--- src/rtl/i2c_frequency_generator.sv ---
// i2c_frequency_generator: runtime-programmable I2C prescale setting plus the prescaled enable tick
// Ports:
//   clk_i, rst_i                     wishbone clock, synchronous active-high reset
//   cfg_valid_i/cfg_ready_o          configuration handshake
//   cfg_mode_i, cfg_custom_i         preset selector and custom setting for mode 4
//   bus_busy_i                       holds a pending setting until the bus goes idle
//   tick_en_i, tick_o                counter enable and one-cycle tick every setting+1 enabled cycles
//   frequency_setting_o              active setting
//   pending_o, applied_o, cfg_error_o  status: waiting, committed pulse, rejected pulse
module i2c_frequency_generator #(
    parameter int FREQ_SELECTION_BIT_WIDTH = 16,
    parameter logic [FREQ_SELECTION_BIT_WIDTH-1:0] DEFAULT_SETTING = 'h013f,
    parameter int MIN_SETTING = 3
) (
    input  logic                                clk_i,
    input  logic                                rst_i,
    input  logic                                cfg_valid_i,
    output logic                                cfg_ready_o,
    input  logic [2:0]                          cfg_mode_i,
    input  logic [FREQ_SELECTION_BIT_WIDTH-1:0] cfg_custom_i,
    input  logic                                bus_busy_i,
    input  logic                                tick_en_i,
    output logic [FREQ_SELECTION_BIT_WIDTH-1:0] frequency_setting_o,
    output logic                                tick_o,
    output logic                                pending_o,
    output logic                                applied_o,
    output logic                                cfg_error_o
);
    localparam int W = FREQ_SELECTION_BIT_WIDTH;
    localparam logic [0:0] IDLE = 1'b0;
    localparam logic [0:0] PENDING = 1'b1;

    logic [0:0]   state;
    logic [W-1:0] pending_r;
    logic [W-1:0] counter;
    logic [W-1:0] resolved;
    logic         legal;
    logic         commit;

    always_comb begin
        resolved = cfg_mode_i == 3'd0 ? W'('h013f) :
                   cfg_mode_i == 3'd1 ? W'('h004f) :
                   cfg_mode_i == 3'd2 ? W'('h001f) :
                   cfg_mode_i == 3'd3 ? W'('h0003) : cfg_custom_i;
        legal    = cfg_mode_i <= 3'd3 || (cfg_mode_i == 3'd4 && cfg_custom_i >= W'(MIN_SETTING));
        commit   = state == PENDING && !bus_busy_i;
    end

    assign pending_o = state == PENDING;

    always_ff @(posedge clk_i) begin
        if (rst_i) begin
            state               <= IDLE;
            pending_r           <= DEFAULT_SETTING;
            frequency_setting_o <= DEFAULT_SETTING;
            counter             <= DEFAULT_SETTING;
            tick_o              <= 1'b0;
            applied_o           <= 1'b0;
            cfg_error_o         <= 1'b0;
            cfg_ready_o         <= 1'b1;
        end else begin
            applied_o   <= 1'b0;
            cfg_error_o <= 1'b0;
            if (commit) begin
                // reload with the new value and drop any tick due now so no period mixes settings
                state               <= IDLE;
                frequency_setting_o <= pending_r;
                counter             <= pending_r;
                tick_o              <= 1'b0;
                applied_o           <= 1'b1;
                cfg_ready_o         <= 1'b1;
            end else begin
                counter <= tick_en_i && counter != '0 ? counter - 1'b1 : frequency_setting_o;
                tick_o  <= tick_en_i && counter == '0;
                if (state == IDLE && cfg_valid_i) begin
                    if (legal) begin
                        state       <= PENDING;
                        pending_r   <= resolved;
                        cfg_ready_o <= 1'b0;
                    end else begin
                        cfg_error_o <= 1'b1;
                    end
                end
            end
        end
    end
endmodule

--- config.mk ---
export PLATFORM = sky130hd
export DESIGN_NAME = i2c_frequency_generator
export DESIGN_NICKNAME = d
export VERILOG_FILES = /design/src/rtl/i2c_frequency_generator.sv
export SDC_FILE = /design/constraint.sdc
export NUM_CORES = 1
export LEC_CHECK = 0
export CORE_MARGIN = 10
export CORE_UTILIZATION = 47
export DETAILED_ROUTE_END_ITERATION = 7
export PLACE_DENSITY = 0.85
export SYNTH_ARGS = -nofsm -noshare
export SYNTH_HDL_FRONTEND = slang
export SYNTH_SLANG_ARGS = --single-unit
--- constraint.sdc ---
create_clock -name clk_i -period 2 [get_ports clk_i]
set_clock_uncertainty 0.05 [all_clocks]
set_input_delay 0.4 -clock clk_i [delete_from_list [all_inputs] [get_ports clk_i]]
set_output_delay 0.4 -clock clk_i [all_outputs]
set_load 0.1 [all_outputs]
# Word-level counts from Yosys, hierarchy flattened
# Index checks and enable logic that the tools add are counted.
# word_totals
inputBits	24
out_inout_bits	21
register_bits	53
# op_classes
reduce_logical	14
n_addsub	1
n_lt_le_gt_ge	2
n_bitwise	3
eq_ne	4
muxes	8
# ops
op	count
$mux W16	6
$ge A16 B2 Y1 const B	1
$logic_not A16 Y1	1
$reduce_bool A16 Y1	1
$sub A16 B1 Y16 const B	1
$eq A3 B2 Y1 const B	2
$logic_and A1 B1 Y1	5
$eq A3 B1 Y1 const B	1
$eq A3 B3 Y1 const B	1
$le A3 B2 Y1 const B	1
$logic_not A3 Y1	1
$not A1 Y1	3
$reduce_and A3 Y1	1
$reduce_or A3 Y1	1
$mux W1	2
$reduce_and A2 Y1	1
$reduce_or A2 Y1	1
$logic_not A1 Y1	1
$logic_or A1 B1 Y1	1

# Longest topological paths before layout
# depth
word_depth	5
mapped_depth	7

# Worst setup path before layout
# OpenSTA, ideal clock, no wires.
# synth_path
kind	flip-flop to flip-flop
startpoint	reg state (netlist: pending_o)
endpoint	reg pending_r[4]
stages_incl_launch_ff	5
arrival_time_ns	2.046
setup_slack_ns	-0.167
n_path_buf	1
setup_time_ns	0.072
synth_period_minus_slack_ns	2.167
t_required_ns	1.878
path_cell_list	dfxtp_1 -> or3b_2 -> a21boi_1 -> buf_2 -> mux2i_1
# synth_via
elab_chain_cells	3
elab_cells_between_ends	5
cone_classes	2 x bitwise; 3 x reduce/logical
# synth_rtl
element	line	rtl
from (decl)	33	logic [0:0] state;
from (signal assigned)	53	state <= IDLE;
from (signal assigned)	66	state <= IDLE;
from (signal assigned)	77	state <= PENDING;
$logic_and A1 B1 Y1 / $not A1 Y1 (equally long branches)	46, 75	
$not A1 Y1 (no source line) / $logic_and A1 B1 Y1 (equally long branches)	-	
$reduce_and A3 Y1 (no source line) (*)	-	
to (signal assigned)	78	pending_r <= resolved;
to (decl)	34	logic [W-1:0] pending_r;
# Every way passes the cells marked *; elsewhere a longest branch is shown, timed or not.
# A chain may end at the register's enable or synchronous reset.

# Worst setup path after layout
# layout_path
startpoint	reg counter[7]
endpoint	reg counter[7]
# layout_via
elab_chain_cells	4
elab_cells_between_ends	5
cone_classes	1 x add/sub; 2 x mux; 2 x reduce/logical
# layout_rtl
element	line	rtl
from (decl)	35	logic [W-1:0] counter;
from (signal assigned)	68	counter <= pending_r;
from (signal assigned)	73	counter <= tick_en_i && counter != '0 ? counter - 1'b1 : frequency_setting_o;
parallel branches: the longest is 2 deep, another holds $sub A16 B1 Y16	-	
$mux W16 (*)	73	
$mux W16 (*)	64	if (commit) begin
# Every way passes the cells marked *.

==> metrics.md <==
| Metric | Value |
|---|---|
| Run status | completed |
| Area Overhead vs Synth | 36.63% |
| Vias | 2571 |
| Simple-Gate Fraction of Synth Area | 0.2366 |
| Number of buffers created by CTS | 5 |
| Arrival time worst endpoint | 2120 ps |
| Post-synth ARST share | 0 |
| Initial DRC count | 297 |
| Die H | 93.33 µm |
| Synth warnings | 0 |
| Core area | 5172 µm² |
| Cells after Synth | 279 |
| Max-Cap Viols | 0 |
| Tot Pwr | 2164 µW |
| Initial antenna violation count | 0 |
| Vias per inst | 6.049 |
| # IOs | 45 |
| Synth area leader | dfxtp_1 |
| CTS Sinks | 53 |
| Yosys reg bits | 53 |
| Fin crit period | 1991 ps |
| # diodes | 0 |
| Mapped Area | 2527 µm² |
| Relative slew slack | 0.6058 |
| Detailed-route wire length per cell | 18.20 µm |
| Worst R2R Path Depth | 4 |
| Worst-path fanout max | 6 |
| Avg Synthesized Cell Area | 9.059 µm² |
| Final period util | 0.9953 |
| Met1 Use GR | 0.1962 |
| Hold Crit Start | rst_i |
| Die X-Extent | 93.33 µm |
| Initial Util | 0.4886 |
| Remaining antenna violation count | 0 |
| Setup TNS | 0 ps |
| CTS root buf | clkbuf_8 |
| Max-slew violation count | 0 |
| Detailed-route DRC error count | 0 |
| Total gr overflow | 0 |
| HPWL Detailed | 5262 µm |
| Largest net degree at the start of global routing | 28 |
| RR Endpoint | counter[7] |
| CTS H-tree lvls | 2 |
| Met3 usage | 0.03437 |
| R2r setup slk | 9 ps |
| CP Class | reg2reg |
| First-pass GRT wire length | 12010 µm |
| Vias in the first global route | 2485 |
| Clock latency on the worst-skew pair | 310 ps |
| Layout cell share with drive strength beyond 1 | 0.2845 |
| XOR/XNOR share of the synthesized area | 0.03119 |
| Max IR drop VDD | 0.0002960 V |
| Global routing's busiest layer | met2 |
| Mapped Nets | 305 |
| DRT Pass-1 Iters | 5 |
| Synth Area in Adders | 0.009901 |
| Power density over the cells | 626.7 nW/µm² |
| Lkg Pwr | 0.001323 µW |
| Largest family of logic cells by synthesized area | compound AO/OA/AOI/OAI gates |
| Commonest non-fill, non-tap cell in the layout | buf_4 |
| Worst hold path stage count | 2 |
| Mux cell area share after synthesis | 0.01980 |
| RSZ-0062 raised after global routing | true |
| Setup violators final | 0 |
| Post-Route WL | 7737 µm |
| Synth top area share | 0.4198 |
| Hold Path Class | in2reg |
| Compound-cell area share of the yosys netlist | 0.2386 |
| # fillers | 401 |
| Fmax | 502.4 MHz |
| Reg-to-reg critical path startpoint | counter[7] |
| Crit. End Element | register |
| Die area | 8710 µm² |
| CTS tree | yes |
| Buffers on Ports | 44 |
| Row count | 26 |
| Hold path endpoint | frequency_setting_o[9] |
| GR Util met2 | 0.2929 |
| Most used DFF post-synth | dfxtp_1 |
| GPL Wtd Cong | 0.8910 |
| GRT Total Usage | 0.1680 |
| Number of flops mapped to enable cells by yosys | 0 |
| Layout Nets | 381 |
| WP data required | 2130 ps |
| Yosys cell types | 51 |
| Largest cells by area after synthesis | dfxtp_1 (42%), nand2_1 (5.3%), a21oi_1 (3.6%) |
| Final hold violations | 0 |
| Core Util, Final | 0.6676 |
| Startpoint types | register |
| Clk slew on worst S/H paths | 90 ps |
| Commonest cells after routing, fill and taps aside | buf_4 (58), dfxtp_1 (49), nand2_1 (36) |
| Worst-case clock buffer depth | 2 |
| Seq/Total Area, Yosys | 0.4198 |
| Hold_buf cts | 0 |
| Worst slew pin tran | 590.6 ps |
report_power, final:
| part | leakage, µW | switching [µW] | internal, µW |
|---|---|---|---|
| sequential | 0.000432 | 27.4 | 1090 |
| clock | 0.0000412 | 343 | 243 |
| combinational | 0.000850 | 275 | 180 |
| total | 0.00132 | 646 | 1520 |
cells in the mapped netlist (2+ instances only):
master and instances:
o31a_1 2, nor2_1 15, nand4b_1 2, buf_2 2, nand2_1 36, o211ai_2 2
mux2i_1 5, nand4_1 6, nor2b_1 10, a31oi_1 2, nor4_1 10, a21oi_1 18
nand2b_1 5, o211ai_1 5, nor3_1 5, xor2_1 6, xnor2_1 3, o2111ai_1 8
a21o_1 2, o221ai_2 5, o21ai_1 3, dfxtp_1 53, nand3_1 3, or4_4 3
a22oi_1 2, a32o_1 8, o221ai_1 5, o21ai_0 2, buf_6 2, a21boi_0 2
a211oi_1 4, a32oi_1 2, or4_1 3, inv_1 5, ha_1 2, clkbuf_1 14
or3b_2 3
how the worst max path moves through the flow:
| stage | endpoint | startpoint | slack, ps |
|---|---|---|---|
| after floorplan | counter[6] | counter[3] | 5 |
| final | counter[7] | counter[7] | 9 |
| after global placement | pending_r[14] | cfg_custom_i[12] | -180 |
| after detailed placement | pending_r[14] | cfg_custom_i[12] | -180 |
| after CTS | counter[10] | counter[1] | -0.09 |
| after global routing | counter[2] | counter[0] | -40 |
flip-flops by register name, indices dropped and copies added, names as in the netlist:
| name | flops |
|---|---|
| counter | 16 |
| tick_o | 1 |
| frequency_setting_o | 16 |
| cfg_ready_o | 1 |
| pending_o | 1 |
| applied_o | 1 |
| cfg_error_o | 1 |
| pending_r | 16 |
per-layer routing:
metal | vias to the layer above | share of wire
li1 | 1206 | -
met1 | 1246 | 0.41
met2 | 100 | 0.51
met3 | 19 | 0.048
met4 | 0 | 0.029
met5 | - | 0
cell families after synthesis:
logic type	Yosys count
DFF	53
xor gates and xnor gates	9
AOI/OAI and AO/OA	76
adders and majority gates	2
buffers and inverters	25
muxes	5
and+or+nand+nor	109
area by class of cell:
cell class                      count  area [µm²]  share of cell area
Inverter                            6       22.52            0.006522
Timing Repair Buffer               87       763.2              0.2210
Clock buffer                        6       72.57             0.02101
Multi-Input combinational cell    202        1433              0.4149
Sequential cell                    53        1066              0.3087
Tap cell                           70       87.58             0.02536
Clock inverter                      1       8.758            0.002536
what timing repair did:
action,in CTS,in global routing
cloned,1,0
setup endpoints to repair,5,17
setup buffers,0,3
pin swaps,1,9
gates resized for setup,4,16
critical path, stage by stage, from the launching register on:
cell and delay, ps:
dfxtp_1 330, or4_4 590, or4_4 630, o2111ai_2 140
o221ai_2 130
metrics by stage:
| step | area (µm²) | instances | setup WS [ps] | hold slack, ps |
|---|---|---|---|---|
| after global routing | 3453 | 425 | -39.25 | 342.0 |
| after floorplan | 2529 | 279 | 5.103 | 398.7 |
| final | 3453 | 425 | 9.496 | 330.1 |
| after CTS | 3376 | 423 | -0.09104 | 316.0 |
| after global placement | 3268 | 415 | -182.4 | 402.9 |
| after detailed placement | 3268 | 415 | -184.2 | 418.5 |
Power figures use the tool's default switching activity.
